`config.mk`:
```
export PLATFORM = sky130hd
export DESIGN_NAME = com_tx_scheduler
export DESIGN_NICKNAME = d
export VERILOG_FILES = /design/src/rtl/com_tx_scheduler.sv
export SDC_FILE = /design/constraint.sdc
export NUM_CORES = 1
export LEC_CHECK = 0
export CAP_MARGIN = 20
export CORE_ASPECT_RATIO = 0.8
export CORE_UTILIZATION = 39
export DETAILED_ROUTE_END_ITERATION = 7
export GPL_TIMING_DRIVEN = 0
export PLACE_DENSITY = 0.61
export SETUP_SLACK_MARGIN = 0.05
export SLEW_MARGIN = 20
export SYNTH_ARGS = -nofsm -noshare
export SYNTH_HDL_FRONTEND = slang
export SYNTH_SLANG_ARGS = --single-unit
```
`constraint.sdc`:
```
create_clock -name clk -period 4.25 [get_ports clk]
set_input_delay 0.85 -clock clk [delete_from_list [all_inputs] [get_ports clk]]
set_output_delay 0.85 -clock clk [all_outputs]
set_load 0.02 [all_outputs]
```
`src/rtl/com_tx_scheduler.sv`:
```
// Round-robin merge of four byte requesters into a FIFO that feeds a UART transmitter; ack one cycle after grant.
// Grants stall while the FIFO is full; each byte is abandoned with timeout_err if the transmitter stalls TIMEOUT_CYC cycles.
module com_tx_scheduler #(
    parameter int FIFO_DEPTH  = 8,
    parameter int TIMEOUT_CYC = 65535
) (
    input  logic        clk,
    input  logic        reset,
    input  logic [3:0]  req,
    input  logic [31:0] req_data,
    output logic [3:0]  ack,
    output logic        tx_start,
    output logic [7:0]  tx_data,
    input  logic        tx_finish,
    output logic [4:0]  fifo_count,
    output logic        busy,
    output logic        timeout_err
);

    localparam int AW = (FIFO_DEPTH > 1) ? $clog2(FIFO_DEPTH) : 1;
    localparam int TW = $clog2(TIMEOUT_CYC + 1);
    localparam logic [TW-1:0] TMO_MAX  = TW'(TIMEOUT_CYC);
    localparam logic [TW-1:0] TMO_LAST = TW'(TIMEOUT_CYC - 1);
    localparam logic [4:0]    DEPTH    = 5'(FIFO_DEPTH);

    typedef enum logic [1:0] {IDLE, START, WAIT_DONE} state_t;

    state_t          state_q, state_d;
    logic [7:0]      mem_q [FIFO_DEPTH];
    logic [AW-1:0]   wr_ptr_q, wr_ptr_d, rd_ptr_q, rd_ptr_d;
    logic [4:0]      count_q, count_d;
    logic [1:0]      last_q, last_d;
    logic [3:0]      ack_q, ack_d;
    logic [TW-1:0]   timer_q, timer_d;
    logic            tx_start_q, tx_start_d;
    logic [7:0]      tx_data_q, tx_data_d;
    logic            busy_q, busy_d;
    logic            tmo_q, tmo_d;
    logic            push, pop, timer_hit;
    logic [1:0]      win, idx;
    logic [3:0]      avail;

    // Requesters still showing their ack this cycle are masked so a held req is not taken twice.
    always_comb begin
        push  = 1'b0;
        win   = last_q;
        idx   = last_q;
        avail = req & ~ack_q;
        for (int i = 1; i <= 4; i++) begin
            idx = last_q + 2'(i);
            if (!push && avail[idx] && (count_q < DEPTH)) begin
                push = 1'b1;
                win  = idx;
            end
        end
    end

    always_comb begin
        state_d    = state_q;
        timer_d    = timer_q;
        tx_start_d = tx_start_q;
        tx_data_d  = tx_data_q;
        tmo_d      = 1'b0;
        pop        = 1'b0;
        timer_hit  = (timer_q >= TMO_LAST);
        case (state_q)
            IDLE: begin
                if ((count_q != 5'd0) && tx_finish) begin
                    pop        = 1'b1;
                    tx_data_d  = mem_q[rd_ptr_q];
                    tx_start_d = 1'b1;
                    timer_d    = '0;
                    state_d    = START;
                end
            end
            START: begin
                timer_d = (timer_q == TMO_MAX) ? timer_q : timer_q + TW'(1);
                if (timer_hit) begin
                    tx_start_d = 1'b0;
                    tmo_d      = 1'b1;
                    state_d    = IDLE;
                end else if (!tx_finish) begin
                    tx_start_d = 1'b0;
                    state_d    = WAIT_DONE;
                end
            end
            WAIT_DONE: begin
                timer_d = (timer_q == TMO_MAX) ? timer_q : timer_q + TW'(1);
                if (timer_hit) begin
                    tmo_d   = 1'b1;
                    state_d = IDLE;
                end else if (tx_finish) begin
                    state_d = IDLE;
                end
            end
            default: state_d = IDLE;
        endcase

        count_d  = count_q + 5'(push) - 5'(pop);
        wr_ptr_d = wr_ptr_q + AW'(push);
        rd_ptr_d = rd_ptr_q + AW'(pop);
        ack_d    = push ? (4'b0001 << win) : 4'b0000;
        last_d   = push ? win : last_q;
        busy_d   = (state_d != IDLE) || (count_d != 5'd0);
    end

    always_ff @(posedge clk or posedge reset) begin
        if (reset) begin
            state_q    <= IDLE;
            wr_ptr_q   <= '0;
            rd_ptr_q   <= '0;
            count_q    <= '0;
            last_q     <= 2'd3;
            ack_q      <= '0;
            timer_q    <= '0;
            tx_start_q <= 1'b0;
            tx_data_q  <= '0;
            busy_q     <= 1'b0;
            tmo_q      <= 1'b0;
        end else begin
            state_q    <= state_d;
            wr_ptr_q   <= wr_ptr_d;
            rd_ptr_q   <= rd_ptr_d;
            count_q    <= count_d;
            last_q     <= last_d;
            ack_q      <= ack_d;
            timer_q    <= timer_d;
            tx_start_q <= tx_start_d;
            tx_data_q  <= tx_data_d;
            busy_q     <= busy_d;
            tmo_q      <= tmo_d;
        end
    end

    // Storage needs no reset: the pointers alone define which entries are valid.
    always_ff @(posedge clk) begin
        if (push) begin
            mem_q[wr_ptr_q] <= req_data[8*win +: 8];
        end
    end

    assign ack         = ack_q;
    assign tx_start    = tx_start_q;
    assign tx_data     = tx_data_q;
    assign fifo_count  = count_q;
    assign busy        = busy_q;
    assign timeout_err = tmo_q;

endmodule

```
Word-level counts from Yosys, hierarchy flattened

Memories as Yosys holds them, arrays and structs flattened. A register that Yosys moved wholly into a read port is not among the register bits.
Index checks and enable logic that the tools add are counted.

$add $sub $neg: 8
Multiply operators: 0
Div/mod/pow operators: 0
Order comparisons: 6
Equality and inequality tests: 6
Shifts and indexed selects: 2
Multiplexer cells: 36
Bitwise logic cells: 2
Reductions and logical operators: 22

Operator list:

| kind                                                        | count |
|---|---|
| two-way mux 16 bit                                          | 2 |
| one-hot mux 16 bit (2 select lines)                         | 1 |
| variable part select 32 x 6 -> 8 bit                        | 1 |
| two-way mux 2 bit                                           | 9 |
| two-way mux 1 bit                                           | 17 |
| adder 16 x 1 -> 16 bit (second input constant)              | 1 |
| == test 16 bit (second input constant)                      | 1 |
| >= comparator 16 bit (second input constant)                | 1 |
| less-than comparator 2 x 3 -> 1 bit (second input constant) | 4 |
| nonzero test 5 bit                                          | 2 |
| binary-select mux 1 bit (select 2 bit)                      | 4 |
| logical AND 1 bit                                           | 8 |
| adder 3 x 1 -> 3 bit                                        | 2 |
| one-hot mux 2 bit (3 select lines)                          | 1 |
| AND reduction 3 bit                                         | 2 |
| nonzero test 2 bit                                          | 3 |
| adder 5 x 1 -> 5 bit                                        | 1 |
| less-than comparator 5 x 4 -> 1 bit (second input constant) | 1 |
| subtractor 5 x 1 -> 5 bit                                   | 1 |
| adder 2 bit (second input constant)                         | 2 |
| AND 4 bit                                                   | 1 |
| two-way mux 4 bit                                           | 1 |
| != test 2 bit (second input constant)                       | 2 |
| NOT 4 bit                                                   | 1 |
| other kinds (11)                                            | 13 |

Flip-flop bits (word level): 38
Bits in latches: 0
Bits in writable memories: 64
Bits in read-only memories: 0
Input port bits: 39
Output and inout bits: 20
Word-level logic and storage cells: 93
Memories kept: 1

Memory list:

| memory | words | bits a word | rd ports | clocked after Yosys merged registers in | write ports | RTL line | RTL |
|---|---|---|---|---|---|---|---|
| mem_q  | 8     | 8           | 1        | 1                                       | 1           | 29       | `logic [7:0] mem_q [FIFO_DEPTH];` |

Longest topological paths before layout

Depth after elaboration: 22
Gate-level depth with buffers: 15
Gate-level depth less buffers: 14

Worst setup path after synthesis

OpenSTA, ideal clock, no wires.

Path type: register to register
From: register count_q[3] (netlist: fifo_count[3])
To: register busy_q (netlist: busy)
Setup time: 0.137 ns
Data arrival time: 2.996 ns
Required time: 4.113 ns
Path slack: 1.117 ns
Stages on the path, launching flop included: 14
Path buffers: 1
Clock period less this slack: 3.133 ns
Cell sequence: dfrtp_1 -> inv_1 -> ha_1 -> nor4b_1 -> nor2_1 -> nand2_1 -> clkbuf_1 -> nand2_1 -> nand2_1 -> ha_1 -> fa_1 -> or3_1 -> nor3_1 -> o211ai_1

Longest elaborated chain between the ends: 19
Elaborated cells on any way between the ends: 26
Classes of those cells: add/sub: 2; order compare: 1; mux: 8; reduce/logical: 15

RTL lines:

| item                                | RTL line | RTL |
|---|---|---|
| start: declaration                  | 31       | `logic [4:0] count_q, count_d;` |
| start signal: assignment            | 124      | `count_q <= count_d;` |
| less-than comparator 5 x 4 -> 1 bit | 51       | `if (!push && avail[idx] && (count_q < DEPTH)) begin` |
| logical AND 1 bit                   | 51       |  |
| two-way mux 1 bit                   | 51       |  |
| zero test 1 bit                     | 51       |  |
| logical AND 1 bit (2 in a row)      | 51       |  |
| two-way mux 1 bit                   | 51       |  |
| zero test 1 bit                     | 51       |  |
| logical AND 1 bit (2 in a row)      | 51       |  |
| [... 2 more ...]                    | n/a      |  |
| logical AND 1 bit (2 in a row)      | 51       |  |
| two-way mux 1 bit                   | 51       |  |
| adder 5 x 1 -> 5 bit                | 99       | `count_d = count_q + 5'(push) - 5'(pop);` |
| subtractor 5 x 1 -> 5 bit (*)       | 99       |  |
| net count_d[1]                      | 31       |  |
| nonzero test 5 bit (*)              | 104      | `busy_d = (state_d != IDLE) \|\| (count_d != 5'd0);` |
| logical OR 1 bit (*)                | 104      |  |
| net busy_d                          | 37       | `logic busy_q, busy_d;` |
| end signal: assignment              | 130      | `busy_q <= busy_d;` |
| end: declaration                    | 37       |  |

The timed path passes the listed nets; every way through them passes the cells marked *.
A chain may end at the register's enable or synchronous reset.

Worst setup path in the final report

Same ends and word-level chain as after synthesis.

==> run summary <==
* **Total Routing Usage GR** 0.1670
* **combined area of all synthesized cells** 0.005112 mm2
* **proportion of register bits with asynchronous set or reset after synthesis** 0.4182
* **router iterations before antenna repair** 4
* **average wire per standard cell** 16.11 um
* **Req. time, crit path** 4.48 ns
* **cell count after synthesis** 393
* **die footprint** 0.01357 mm2
* **clock tree from TritonCTS** built
* **Post-Synthesis Net Count** 449
* **Sw Pwr** 0.001684 W
* **post-DP HPWL** 7552 um
* **total power divided by cell area** 710.7 mW/mm2
* **deepest level of the CTS H-tree** 3
* **layout cells sized above 1** 0.1026
* **max-capacitance violation count** 0
* **element type at the critical path end** flip-flop
* **final count of pins violating max slew** 0
* **effective utilization at floorplan** 0.3987
* **routability congestion estimate from global placement** 0.8110
* **largest buffer count on any clock path** 2
* **DR iter-0 viols** 180
* **Setup CP Type** flip-flop to flip-flop
* **crit-path leading delay family** simple AND/OR/NAND/NOR gates
* **CTS Hold Bufs** 0
* **average cell area after synthesis** 13.01 um2
* **Net Sw Frac** 0.3792
* **maximum number of pins on one net before global-route repair** 27
* **leakage power figure** 2.328 nW
* **achievable clock frequency** 0.2600 GHz
* **count of nets after finishing** 519
* **worst vdd rail ir drop** 0.0002982 V
* **post-placement worst setup slack** 0.2293 ns
* **sequential fraction of the synthesis area** 0.6016
* **Slowest cell on crit path** sky130_fd_sc_hd__nor4b_1
* **Ports** 59
* **clock buffers created by TritonCTS** 9
* **final critical path time including I/O delays and setup** 3.846 ns
* **number of nets still failing antenna checks after routing** 0
* **most used cell along the critical path** sky130_fd_sc_hd__nand2_1
* **commonest non-fill, non-tap cells in the layout** sky130_fd_sc_hd__edfxtp_1, sky130_fd_sc_hd__clkdlybuf4s50_1, sky130_fd_sc_hd__dfrtp_1
* **Chip Width** 130.0 um
* **clock insertion delay at the later pin of the skew report** 0.36 ns
* **Antenna Cells** 0
* **clock sinks** 110
* **post-cts resize count** 0
* **primary flip-flop cell chosen by synthesis mapping** sky130_fd_sc_hd__edfxtp_1
* **clk slew on worst S/H paths** 0.08 ns
* **number of antenna violations at the first check in global routing** 0
* **Worst Skew** 0.01351 ns
* **first-pass GRT wire length** 17020 um
* **sum of overflow across all layers after global routing** 0
* **worst stage delay on the critical path** 0.64 ns
* **Core Area** 0.01282 mm2
* **clock network fraction of design power** 0.186
* **Die Y** 104.4 um
* **crit-path max FO** 10
* **commonest non-fill, non-tap cell in the layout** sky130_fd_sc_hd__edfxtp_1
* **via total after detailed routing** 3362
* **worst setup slack after layout** 0.4040 ns
* **post-route fraction of the period consumed by the critical path** 0.9049
* **relative slew slack** 0.3806
* **startpoint kind of the worst setup timing path** flip-flop
* **portion of total power attributed to sequential cells** 0.389
* **number of DRC violations after detailed routing** 0
* **detail-routed via count per cell** 5.229
* **cell row count** 37
* **Root Buffer Master** sky130_fd_sc_hd__clkbuf_16
* **final routed wirelength across all metal layers** 10360 um
* **worst path cell trace** inv_1, ha_1, nor4b_1, nor2_1, nand2_1, clkbuf_1, nand2_1, nand2_1, ha_1, fa_1, or3_1, nor3_1, o211ai_1
* **number of unique standard cell types used by synthesis** 54
* **actual slew at the worst max-slew pin** 0.9257 ns
* **Comb pwr share** 0.425
* **buffers and inverters on the worst path** 2
* **yosys synthesis warning count** 0
* **#FFs+latches synth** 110
* **Final Setup Violations** 0
* **Overall Power** 0.004443 W
* **outcome** finished clean
* **number of port buffers** 58
* **Cell Int Power** 0.002758 W
* **area overhead of the layout relative to synthesis** 22.27%
* **vias in the first global route** 3432
* **data arrival time at the worst-slack endpoint** 4.07 ns
* **final sum of negative setup slack** 0 ns
* **Post-CTS Setup Repair Bufs** 0
* **final-report hold violation count** 0
* **RSZ-0062 raised after global routing** no
* **Post-synth EDFFs** 64
* **worst min-delay path class** flip-flop to flip-flop
[state kept, by name, summed over array words and instances, names as in the netlist]
| name | flops |
|---|---|
| wr_ptr_q | 3 |
| ack | 4 |
| timer_q | 16 |
| timeout_err | 1 |
| rd_ptr_q | 3 |
| mem_q | 64 |
| last_q | 2 |
| busy | 1 |
| fifo_count | 5 |
| state_q | 2 |
| tx_data | 8 |
| tx_start | 1 |
[final timing paths]
kind,cells past startpoint,from,endpoint,slack (ns)
max,13,fifo_count[3],busy,0.40
min,2,tx_data[2],tx_data[2],0.48
max reg2reg,13,fifo_count[3],busy,0.40
min reg2reg,2,tx_data[2],tx_data[2],0.48
max in group asynchronous,3,reset,last_q[1],2.75
min in group asynchronous,2,reset,tx_data[0],0.90
[power groups by stage]
stage / Combinational, W / Sequential [W] / Clock (W)
floorplan: 0.00121 / 0.00181 / 0
global placement: 0.00186 / 0.00174 / 0
detailed placement: 0.00190 / 0.00175 / 0
CTS: 0.00191 / 0.00173 / 0.000848
global route: 0.00210 / 0.00176 / 0.000880
finish: 0.00189 / 0.00173 / 0.000827
[synthesized netlist by cell type, types with 4 or more instances]
cell / n / area [um2]
sky130_fd_sc_hd__edfxtp_1: 64 / 1922
sky130_fd_sc_hd__dfrtp_1: 44 / 1101
sky130_fd_sc_hd__o21ai_0: 34 / 170.2
sky130_fd_sc_hd__nand2_1: 25 / 93.84
sky130_fd_sc_hd__nor2_1: 25 / 93.84
sky130_fd_sc_hd__a31oi_1: 16 / 100.1
sky130_fd_sc_hd__ha_1: 16 / 200.2
sky130_fd_sc_hd__inv_1: 16 / 60.06
sky130_fd_sc_hd__mux4_2: 16 / 360.4
sky130_fd_sc_hd__clkbuf_1: 14 / 52.55
sky130_fd_sc_hd__a21oi_1: 10 / 50.05
sky130_fd_sc_hd__nand2b_1: 10 / 62.56
sky130_fd_sc_hd__mux2i_1: 9 / 90.09
sky130_fd_sc_hd__xor2_1: 9 / 78.83
sky130_fd_sc_hd__a22oi_1: 8 / 60.06
sky130_fd_sc_hd__xnor2_1: 7 / 61.31
sky130_fd_sc_hd__nor3_1: 6 / 30.03
sky130_fd_sc_hd__or3_1: 5 / 31.28
sky130_fd_sc_hd__a211oi_1: 4 / 30.03
sky130_fd_sc_hd__nand3_1: 4 / 20.02
sky130_fd_sc_hd__nand4_1: 4 / 25.02
[routing by layer]
layer	share of wire	global-route usage	vias up	wire length [um]
li1	-	-	1629	-
met3	0.044	0.05350	9	460
met5	0	0	-	0
met2	0.46	0.2567	94	4772
met1	0.49	0.2248	1630	5031
met4	0.0094	0.04983	0	97
[cells by family (layout without fill, tap and decap cells)]
family,after synthesis,in the layout,share of synthesized area
buffers and inverters,35,110,0.02643
adders and majority gates,17,17,0.04307
DFF,110,110,0.6016
muxes,25,25,0.08811
and+or+nand+nor,99,99,0.09985
AOI/OAI and AO/OA,91,91,0.1136
xor gates and xnor gates,16,16,0.02741
[layout make-up]
| cell class | count | area (um2) |
|---|---|---|
| plain buffers | 18 | 71.32 |
| clock buffers | 9 | 225.2 |
| clock inverters | 7 | 76.32 |
| fillers | 1118 | 6573 |
| inverters | 17 | 63.81 |
| multi-input cells | 248 | 1912 |
| flip-flops and latches | 110 | 3075 |
| well taps | 175 | 219.0 |
| repair buffers | 59 | 608.1 |
[worst reg2reg max path, cell delays in order (launching register included)]
cell                       delay (ns)
sky130_fd_sc_hd__dfrtp_1         0.38
sky130_fd_sc_hd__inv_1           0.10
sky130_fd_sc_hd__ha_1            0.15
sky130_fd_sc_hd__nor4b_1         0.64
sky130_fd_sc_hd__nor2_1          0.12
sky130_fd_sc_hd__nand2_1         0.35
sky130_fd_sc_hd__clkbuf_1        0.50
sky130_fd_sc_hd__nand2_1         0.10
sky130_fd_sc_hd__nand2_1         0.10
sky130_fd_sc_hd__ha_1            0.18
sky130_fd_sc_hd__fa_1            0.44
sky130_fd_sc_hd__or3_1           0.35
sky130_fd_sc_hd__nor3_1          0.19
sky130_fd_sc_hd__o211ai_1        0.12
[through the flow]
| step | utilization | hold WS, ns | cell area (um2) | instances |
|---|---|---|---|---|
| global placement | 0.4610 | 0.4663 | 5912 | 626 |
| detailed placement | 0.4639 | 0.4785 | 5949 | 627 |
| floorplan | - | 0.4765 | 5112 | 393 |
| CTS | 0.4875 | 0.4952 | 6251 | 643 |
| finish | 0.4875 | 0.4847 | 6251 | 643 |
| global route | 0.4875 | 0.5096 | 6251 | 643 |
Power figures use the tool's default switching activity.
